==> src/rtl/fix_div_arb.sv <==
// Round-robin shared reciprocal-multiply divider: q = (din * recip) >> FRAC, truncated toward zero,
// with credit-protected FWFT result FIFO. Optional stall counter: define FIX_DIV_ARB_STAT_EN.
module fix_div_arb #(
  parameter int N_REQ      = 4,
  parameter int DW         = 16,
  parameter int RW         = 16,
  parameter int FRAC       = 16,
  parameter int SIGNED     = 0,
  parameter int FIFO_DEPTH = 8
) (
  input  logic                       i_Sys_clk,
  input  logic                       i_Rst,
  input  logic                       i_En,
  input  logic [N_REQ-1:0]           i_Req_vld,
  input  logic [N_REQ*DW-1:0]        i_Req_din,
  output logic [N_REQ-1:0]           o_Req_rdy,
  input  logic [N_REQ*RW-1:0]        i_Recip,
  output logic                       o_Res_vld,
  output logic [DW-1:0]              o_Res_dout,
  output logic [$clog2(N_REQ)-1:0]   o_Res_id,
  input  logic                       i_Res_rdy,
  output logic                       o_Busy
`ifdef FIX_DIV_ARB_STAT_EN
  ,
  input  logic                       i_Stall_clr,
  output logic [15:0]                o_Stall_cnt
`endif
);

  localparam int   IDW = $clog2(N_REQ);
  localparam int   PW  = DW + RW;
  localparam int   AW  = $clog2(FIFO_DEPTH);
  localparam int   CW  = $clog2(FIFO_DEPTH + 1);
  localparam int   EW  = DW + IDW;
  localparam logic SGN = (SIGNED != 0);

  // Negative products shift arithmetically, then step back toward zero if any fraction bit was set.
  function automatic logic [DW-1:0] f_quot(input logic signed [PW-1:0] p);
    logic        [PW-1:0] mask;
    logic signed [PW-1:0] sh;
    logic        [PW-1:0] q;
    mask = (PW'(1) << FRAC) - PW'(1);
    if (SGN && p[PW-1]) begin
      sh = p >>> FRAC;
      q  = sh + PW'(|(p & mask));
    end else begin
      q  = p >> FRAC;
    end
    return q[DW-1:0];
  endfunction

  logic [DW-1:0]        w_din_arr [N_REQ];
  logic [RW-1:0]        w_rc_arr  [N_REQ];
  logic [N_REQ-1:0]     w_gnt;
  logic [IDW-1:0]       w_gnt_id;
  logic                 w_found;
  logic                 w_acc;
  logic                 w_pop;
  logic [IDW-1:0]       r_ptr;
  logic [CW-1:0]        r_credits;

  logic                 r_vld_p0, r_vld_p1, r_vld_p2, r_vld_p3, r_vld_p4;
  logic [DW-1:0]        r_din_p0;
  logic [RW-1:0]        r_rc_p0;
  logic [IDW-1:0]       r_id_p0, r_id_p1, r_id_p2, r_id_p3, r_id_p4;
  logic signed [PW-1:0] w_a_ext, w_b_ext;
  logic signed [PW-1:0] r_prod_p1, r_prod_p2, r_prod_p3;
  logic [DW-1:0]        r_q_p4;

  logic [EW-1:0]        r_mem [FIFO_DEPTH];
  logic [AW-1:0]        r_wptr, r_rptr;
  logic [CW-1:0]        r_cnt;
  logic [EW-1:0]        w_head;

  for (genvar g = 0; g < N_REQ; g++) begin : g_unpack
    assign w_din_arr[g] = i_Req_din[g*DW +: DW];
    assign w_rc_arr[g]  = i_Recip[g*RW +: RW];
  end

  always_comb begin
    logic [IDW:0] s;
    logic [IDW-1:0] j;
    w_gnt    = '0;
    w_gnt_id = '0;
    w_found  = 1'b0;
    for (int i = 0; i < N_REQ; i++) begin
      s = {1'b0, r_ptr} + (IDW+1)'(i);
      if (s >= (IDW+1)'(N_REQ)) s = s - (IDW+1)'(N_REQ);
      j = s[IDW-1:0];
      if (!w_found && i_Req_vld[j]) begin
        w_found  = 1'b1;
        w_gnt[j] = 1'b1;
        w_gnt_id = j;
      end
    end
    if (!i_En || (r_credits == '0) || i_Rst) w_gnt = '0;
  end

  assign o_Req_rdy = w_gnt;
  assign w_acc     = |w_gnt;
  assign w_pop     = o_Res_vld && i_Res_rdy;

  always_ff @(posedge i_Sys_clk or posedge i_Rst) begin
    if (i_Rst) begin
      r_ptr     <= '0;
      r_credits <= CW'(FIFO_DEPTH);
    end else begin
      if (w_acc) r_ptr <= (w_gnt_id == IDW'(N_REQ - 1)) ? '0 : w_gnt_id + 1'b1;
      if (w_acc && !w_pop)      r_credits <= r_credits - 1'b1;
      else if (!w_acc && w_pop) r_credits <= r_credits + 1'b1;
    end
  end

  always_ff @(posedge i_Sys_clk or posedge i_Rst) begin
    if (i_Rst) begin
      r_vld_p0 <= 1'b0;
      r_vld_p1 <= 1'b0;
      r_vld_p2 <= 1'b0;
      r_vld_p3 <= 1'b0;
      r_vld_p4 <= 1'b0;
    end else begin
      r_vld_p0 <= w_acc;
      r_vld_p1 <= r_vld_p0;
      r_vld_p2 <= r_vld_p1;
      r_vld_p3 <= r_vld_p2;
      r_vld_p4 <= r_vld_p3;
    end
  end

  // p0: capture operands of the granted requester
  always_ff @(posedge i_Sys_clk) begin
    if (w_acc) begin
      r_din_p0 <= w_din_arr[w_gnt_id];
      r_rc_p0  <= w_rc_arr[w_gnt_id];
      r_id_p0  <= w_gnt_id;
    end
  end

  assign w_a_ext = {{RW{r_din_p0[DW-1] & SGN}}, r_din_p0};
  assign w_b_ext = {{DW{r_rc_p0[RW-1] & SGN}}, r_rc_p0};

  // p1..p3: full-precision product, two retiming registers behind it
  always_ff @(posedge i_Sys_clk) begin
    r_prod_p1 <= w_a_ext * w_b_ext;
    r_prod_p2 <= r_prod_p1;
    r_prod_p3 <= r_prod_p2;
    r_id_p1   <= r_id_p0;
    r_id_p2   <= r_id_p1;
    r_id_p3   <= r_id_p2;
  end

  // p4: shift and truncate toward zero
  always_ff @(posedge i_Sys_clk) begin
    r_q_p4  <= f_quot(r_prod_p3);
    r_id_p4 <= r_id_p3;
  end

  // FIFO write one edge after p4; credits guarantee space
  always_ff @(posedge i_Sys_clk) begin
    if (r_vld_p4) r_mem[r_wptr] <= {r_id_p4, r_q_p4};
  end

  always_ff @(posedge i_Sys_clk or posedge i_Rst) begin
    if (i_Rst) begin
      r_wptr <= '0;
      r_rptr <= '0;
      r_cnt  <= '0;
    end else begin
      if (r_vld_p4) r_wptr <= r_wptr + 1'b1;
      if (w_pop)    r_rptr <= r_rptr + 1'b1;
      if (r_vld_p4 && !w_pop)      r_cnt <= r_cnt + 1'b1;
      else if (!r_vld_p4 && w_pop) r_cnt <= r_cnt - 1'b1;
    end
  end

  assign w_head     = r_mem[r_rptr];
  assign o_Res_vld  = (r_cnt != '0);
  assign o_Res_dout = o_Res_vld ? w_head[DW-1:0] : '0;
  assign o_Res_id   = o_Res_vld ? w_head[EW-1:DW] : '0;
  assign o_Busy     = r_vld_p0 | r_vld_p1 | r_vld_p2 | r_vld_p3 | r_vld_p4 | o_Res_vld;

`ifdef FIX_DIV_ARB_STAT_EN
  logic w_stall;
  logic [15:0] r_stall_cnt;

  assign w_stall = i_En && (|i_Req_vld) && (r_credits == '0);

  always_ff @(posedge i_Sys_clk or posedge i_Rst) begin
    if (i_Rst)                                    r_stall_cnt <= '0;
    else if (i_Stall_clr)                         r_stall_cnt <= '0;
    else if (w_stall && (r_stall_cnt != 16'hFFFF)) r_stall_cnt <= r_stall_cnt + 1'b1;
  end

  assign o_Stall_cnt = r_stall_cnt;
`endif

endmodule

==> config.mk <==
export PLATFORM = sky130hd
export DESIGN_NAME = fix_div_arb
export DESIGN_NICKNAME = d
export VERILOG_FILES = /design/src/rtl/fix_div_arb.sv
export SDC_FILE = /design/constraint.sdc
export NUM_CORES = 1
export LEC_CHECK = 0
export ABC_AREA = 1
export BUFFER_PORTS_ARGS = -buffer_cell sky130_fd_sc_hd__buf_2
export CORE_MARGIN = 4
export CORE_UTILIZATION = 57
export CTS_BUF_LIST = sky130_fd_sc_hd__clkbuf_8
export CTS_CLUSTER_DIAMETER = 80
export DETAILED_ROUTE_END_ITERATION = 10
export PLACE_DENSITY_LB_ADDON = 0.15
export SETUP_SLACK_MARGIN = 0.4
export SYNTH_ARGS = -nofsm -noshare
export SYNTH_HDL_FRONTEND = slang
export SYNTH_SLANG_ARGS = --single-unit
export TNS_END_PERCENT = 20
==> constraint.sdc <==
create_clock -name i_Sys_clk -period 5.32 [get_ports i_Sys_clk]
set_input_delay 0.532 -clock i_Sys_clk [delete_from_list [all_inputs] [get_ports i_Sys_clk]]
set_output_delay 0.532 -clock i_Sys_clk [all_outputs]
set_load 0.01 [all_outputs]
==> impl_metrics.tcl, run 1 <==
set metrics [dict create \
    ios 160 \
    slowest_delay_ps 570 \
    seqCellArea_um2 7315 \
    crit_slowest_cell "fa_1" \
    placed_area_um2 21090 \
    grt_pass1_wl_um 73280 \
    synthTopCellsByArea "edfxtp_1 28%, fa_1 20%, inv_1 7.6%, ha_1 7.5%, dfxtp_1 7.5%" \
    routabilityCongestion 0.9418 \
    cts_sinks 271 \
    area_growth_pct 16.66 \
    cts-root-buf "clkbuf_8" \
    dr_total_vias 14470 \
    status "finished, violations left" \
    hold-worst-slack_ps 133.0 \
    nets 2752 \
    synth-xor-area-share_pct 1.000 \
    synth_compound_area_share_pct 8.943 \
    path_common_cell "fa_1" \
    n_fill_cell 2704 \
    synth_simple_gate_area_share_pct 13.81 \
    multi_input_area_um2 10350 \
    dr.pass1.iters 5 \
    yosys.area_share.adder_pct 27.80 \
    rsz0062_at_grt "yes" \
    htree_levels 2 \
    grt_overflow 0 \
    first_global_vias 15090 \
    antenna_found_initial 0 \
    initial_core_util_pct 57.60 \
    syn_nets 2534 \
    cp_cell_sequence "buf_6 > nand2_1 > inv_2 > fa_1 > fa_1 > fa_1 > fa_1 > fa_1 > inv_2 > fa_1 > inv_2 > ha_4 > nand2_4 > nor2_4 > nand2_2 > or3_4 > nand3_4 > nand2_2 > nand2_2 > xor2_1" \
    rows 67 \
    ys_types 46 \
    synth_top_area_share_pct 27.75 \
    critPathCaptureType "flop" \
    cp.required_ps 5780 \
    fin_crit_ps 5325 \
    relSlewSlack_pct 34.04 \
    synth_top_family_by_area "adder cells" \
    synthFlopType "edfxtp_1" \
    ys_seq_area_share_pct 37.96 \
    dp_hpwl_um 33190 \
    design.core.area_um2 33450 \
    synthMuxAreaShare_pct 0.05845 \
    viasPerCell 5.186 \
    die_h_um 191.8 \
    tightest_slew_ps 989.4 \
    die_w_um 191.8 \
    synth_top_cell_by_area "edfxtp_1" \
    die-area_um2 36800 \
    yosysMostFrequentCell "inv_1" \
    synth_edf_count 178 \
    syn_area_um2 19260 \
    grt_start_max_net_pins 74 \
    cp.arrival_ps 5780 \
    wl_per_cell_um 15.95 \
    finClkSkew_ps 41.12 \
    cts.clk_slew.worst_paths_ps 60 \
    hp-class "in -> async" \
    drc_errors 0 \
    hold_viol_final 0 \
    wirelength_um 44490 \
    cp_max_fo 7 \
    cts_max_path_buffers 3 \
    cts_buffers 45 \
    drive_above_1_share_pct 19.09 \
    synthCells 2087 \
    ant_nets 0 \
    cap_violations 0 \
    violations "negative setup slack" \
    syn_area_per_cell_um2 9.231 \
    setup_viol 1 \
    synth_warnings 0 \
    diodes 0 \
    cts_tree "built" \
    stdcell_count 2790 \
    setup_slack_ps -5.114 \
    period_share_pct 100.1 \
    critical_path_class "reg -> reg" \
    track_usage_pct 24.81 \
    ys_ff_latch 271 \
    drtIter0Drc 901 \
    io_buffers 159 \
    fmax_mhz 187.8 \
    synthTopCellsByCount "389 x inv_1, 367 x nand2_1, 225 x nor2_1" \
    numPlacedInstances 2681 \
    synthArstFlopShare_pct 7.749 \
    insertion_delay_ps 560 \
    crit_path_start_kind "flop" \
    slew_violations 0 \
    stdcell_area_um2 22470 \
]
what timing repair did:
item,in CTS,in global routing
endpoints found under the setup margin,16,16
gates resized for setup,13,71
pin swaps,3,22
setup buffers,16,9
hold buffers,0,0
through the flow:
stage	setup slack, ps	setup TNS (ps)	utilization, %
final	-5.114	-5.114	67.19
after global routing	-203.7	-1631	67.19
after floorplan	291.3	0	-
after CTS	9.152	0	66.29
after global placement	-39.90	-111.3	63.06
after detailed placement	-105.0	-628.6	63.06
cells by family (layout without fill, tap and decap cells):
logic type,count (synthesis),count (layout)
muxes,1,1
adders and majority gates,311,311
DFF,271,271
and+or+nand+nor,662,662
AOI/OAI and AO/OA,315,315
xor gates and xnor gates,22,22
buffers and inverters,505,760
area by class of cell:
type	instances	area share [%]
Clock buffer	53	3.246
Clock inverter	31	0.7293
Inverter	395	6.608
Multi-Input combinational cell	1311	46.05
Sequential cell	271	32.55
Tap cell	448	2.494
Timing Repair Buffer	281	8.323
final timing paths:
check | cells after the start | start | slack [ps] | endpoint
worst min-delay path | 2 | i_Rst | 130 | r_ptr[1]$_DFFE_PP0N_
max in group asynchronous | 2 | i_Rst | 4620 | r_rptr[0]$_DFFE_PP0P_
min in group i_Sys_clk | 0 | r_prod_p3[25]$_DFF_P_ | 290 | r_q_p4[9]$_DFF_P_
worst max-delay path | 20 | r_din_p0[5]$_DFFE_PN_ | -5 | r_prod_p1[28]$_DFF_P_
worst max register to register | 20 | r_din_p0[5]$_DFFE_PN_ | -5 | r_prod_p1[28]$_DFF_P_
worst min register to register | 0 | r_prod_p3[25]$_DFF_P_ | 290 | r_q_p4[9]$_DFF_P_
placed cells by master, fill, tap and decap left out, drive strengths merged:
master    netlist  final
a211oi          2      2
a21boi          5      5
a21o            4      4
a21oi          41     41
a31oi          22     22
and2            2      2
buf            25    281
bufinv          0      1
clkbuf         85     53
clkinv          3      8
clkinvlp        0      1
dfrtp          20     20
dfstp           1      1
dfxtp          72     72
edfxtp        178    178
fa            195    195
ha            116    116
inv           392    416
mux2            1      1
nand2         374    374
nand3          41     41
nand3b          1      1
nand4           2      2
nor2          229    229
nor3            5      5
nor4            6      6
o2111ai         1      1
o21a            4      4
o21ai         182    182
o21bai          3      3
o221ai          1      1
o22ai          50     50
or2             1      1
or3             1      1
xnor2           9      9
xor2           13     13
sequential cells by signal (all words and copies together), names as in the netlist, 4 cells and up, named ones only:
register   cells
r_prod_p1     16
r_q_p4        16
r_mem        144
r_din_p0      16
r_credits      4
r_prod_p2     16
r_prod_p3     16
r_rc_p0       16
r_cnt          4
worst max-delay path, delay by kind of cell (launching register included):
family                   cells  cell delay, ps
adder cells (fa/ha/maj)      7            3340
AND/OR/NAND/NOR              8             960
flip-flops                   1             470
buffers and inverters        4             330
XOR/XNOR                     1             130
metal layers:
layer	track usage [%]	part of all wire (%)	vias up
li1	-	-	7001
met3	3.635	5.7	92
met5	0	0	-
met1	30.51	40	6938
met4	7.431	2.8	0
met2	45.31	51	439
Power of run 1 is left out: the tool's default activity adds up to more than one toggle a clock period on the data nets, which glitch-free logic cannot reach.
==> inputs of run 2 (changes only) <==
--- a/config.mk
+++ b/config.mk
@@ -9,4 +9,6 @@
 export BUFFER_PORTS_ARGS = -buffer_cell sky130_fd_sc_hd__buf_2
+export CELL_PAD_IN_SITES_DETAIL_PLACEMENT = 1
+export CELL_PAD_IN_SITES_GLOBAL_PLACEMENT = 1
 export CORE_MARGIN = 4
-export CORE_UTILIZATION = 57
+export CORE_UTILIZATION = 44
 export CTS_BUF_LIST = sky130_fd_sc_hd__clkbuf_8
--- a/constraint.sdc
+++ b/constraint.sdc
@@ -3,2 +3,2 @@
 set_output_delay 0.532 -clock i_Sys_clk [all_outputs]
-set_load 0.01 [all_outputs]
+set_load 0.005 [all_outputs]
==> run 2 against run 1 <==
Net effect:
- the flow still finishes with violations (negative setup slack)
- non-clock buffer count grew 35
- clock skew fell by 13 ps
- die area up 28%
- first-iteration DRC count decreased by 31%
- critical path depth is 2 higher
- sequential share of layout area fell by 0.51 points
- maximum frequency down 0.23%
- routed wire length grew 18%
- hold slack worse by 39 ps
- critical path type unchanged
- highest routed layer unchanged
==> impl_metrics.tcl, run 2 (synthesized netlist as in run 1, its figures left out) <==
set metrics [dict create \
    grt_start_max_net_pins 74 \
    cp.required_ps 5820 \
    cts_max_path_buffers 3 \
    drive_above_1_share_pct 19.66 \
    cap_violations 0 \
    hp-class "in -> async" \
    die_w_um 217.2 \
    dr.pass1.iters 4 \
    cts-root-buf "clkbuf_8" \
    fmax_mhz 187.4 \
    dp_slack_ps -331.1 \
    nets 2786 \
    rsz0062_at_grt "yes" \
    ios 160 \
    antenna_found_initial 0 \
    rows 76 \
    n_fill_cell 5032 \
    tightest_slew_ps 1153 \
    crit_family "adder cells" \
    path_buf_inv 8 \
    cp_max_fo 4 \
    grt_overflow 0 \
    slew_violations 0 \
    placed_area_um2 21410 \
    track_usage_pct 22.76 \
    mostFrequentLayoutCell "inv_1" \
    grt_pass1_wl_um 86320 \
    dp_hpwl_um 39850 \
    finClkSkew_ps 28.11 \
    layout_common_cells "408 x inv_1, 358 x nand2_1, 214 x nor2_1" \
    hold_viol_final 0 \
    status "finished, violations left" \
    cts_buffers 44 \
    critPathCaptureType "flop" \
    first_global_vias 16770 \
    cts_sinks 271 \
    crit_slowest_cell "fa_1" \
    stdcell_count 2960 \
    holdBufCountCts 0 \
    ant_nets 0 \
    routabilityCongestion 0.8653 \
    die-area_um2 47200 \
    cp.arrival_ps 5840 \
    drtIter0Drc 620 \
    drc_errors 0 \
    initial_core_util_pct 44.62 \
    rrSetupSlack_ps -20 \
    relSlewSlack_pct 22.66 \
    htree_levels 2 \
    regMostFlops "r_mem" \
    wl_per_cell_um 17.75 \
    numPlacedInstances 2841 \
    critical_path_class "reg -> reg" \
    slowest_delay_ps 550 \
    stdcell_area_um2 22830 \
    design.core.area_um2 43170 \
    viasPerCell 5.029 \
    violations "negative setup slack" \
    diodes 0 \
    cts_tree "built" \
    io_buffers 159 \
    area_growth_pct 18.52 \
    cts.clk_slew.worst_paths_ps 60 \
    setup_slack_ps -17.20 \
    path_common_cell "fa_1" \
    die_h_um 217.2 \
    wirelength_um 52540 \
    setup_viol 1 \
    period_share_pct 100.3 \
    fin_crit_ps 5337 \
    largest_reg_flops 144 \
    insertion_delay_ps 610 \
    crit_path_start_kind "flop" \
    cp_cell_sequence "buf_4 > buf_4 > buf_4 > nand2_1 > inv_1 > fa_1 > fa_1 > fa_1 > fa_1 > fa_1 > inv_1 > fa_1 > inv_1 > ha_4 > nand2_1 > o21ai_1 > inv_1 > o21ai_1 > buf_4 > nor2_1 > nand2_1 > nand2_1" \
    dr_total_vias 14890 \
]
## run 2: metal layers
metal | vias to the layer above | track usage [%] | share of wire (%)
li1 | 7075 | - | -
met1 | 7451 | 27.76 | 42
met2 | 281 | 42.22 | 52
met3 | 80 | 3.128 | 3.2
met4 | 0 | 6.233 | 2.4
met5 | - | 0 | 0
## run 2: per-stage QoR
stage               hold slack (ps)  setup TNS (ps)  utilization (%)
global placement              310.6           -1171            49.59
detailed placement            313.2           -2585            49.59
floorplan                     309.6               0                -
CTS                           89.86               0            52.63
global route                  155.4           -2528            52.89
finish                        93.89          -17.20            52.89
## run 2: final cells by class
| cell class | instances | area, um2 | area share [%] |
|---|---|---|---|
| Clock buffer | 50 | 688.2 | 3.014 |
| Clock inverter | 32 | 150.1 | 0.6576 |
| Inverter | 395 | 1485 | 6.505 |
| Multi-Input combinational cell | 1311 | 10380 | 45.45 |
| Sequential cell | 271 | 7315 | 32.04 |
| Tap cell | 585 | 732.0 | 3.206 |
| Timing Repair Buffer | 316 | 2085 | 9.130 |
## run 2: repair_timing
item,4_1_cts,5_1_grt
pin swaps,13,3
gates cloned,0,0
endpoints found under the setup margin,16,16
setup buffers,37,0
resized for setup,40,28
## run 2: path summary, 6_finish.rpt
check                                       from                         end  cells after the start
max in group asynchronous                  i_Rst       r_rptr[0]$_DFFE_PP0P_                      2
min                                        i_Rst  asynchronous set/reset pin                      2
max reg2reg                r_din_p0[5]$_DFFE_PN_       r_prod_p1[23]$_DFF_P_                     22
min in group i_Sys_clk                 i_Res_rdy       r_rptr[2]$_DFFE_PP0P_                      3
max                        r_din_p0[5]$_DFFE_PN_       r_prod_p1[23]$_DFF_P_                     22
min reg2reg                r_prod_p2[19]$_DFF_P_       r_prod_p3[19]$_DFF_P_                      0
Power of run 2 is left out for the same reason.
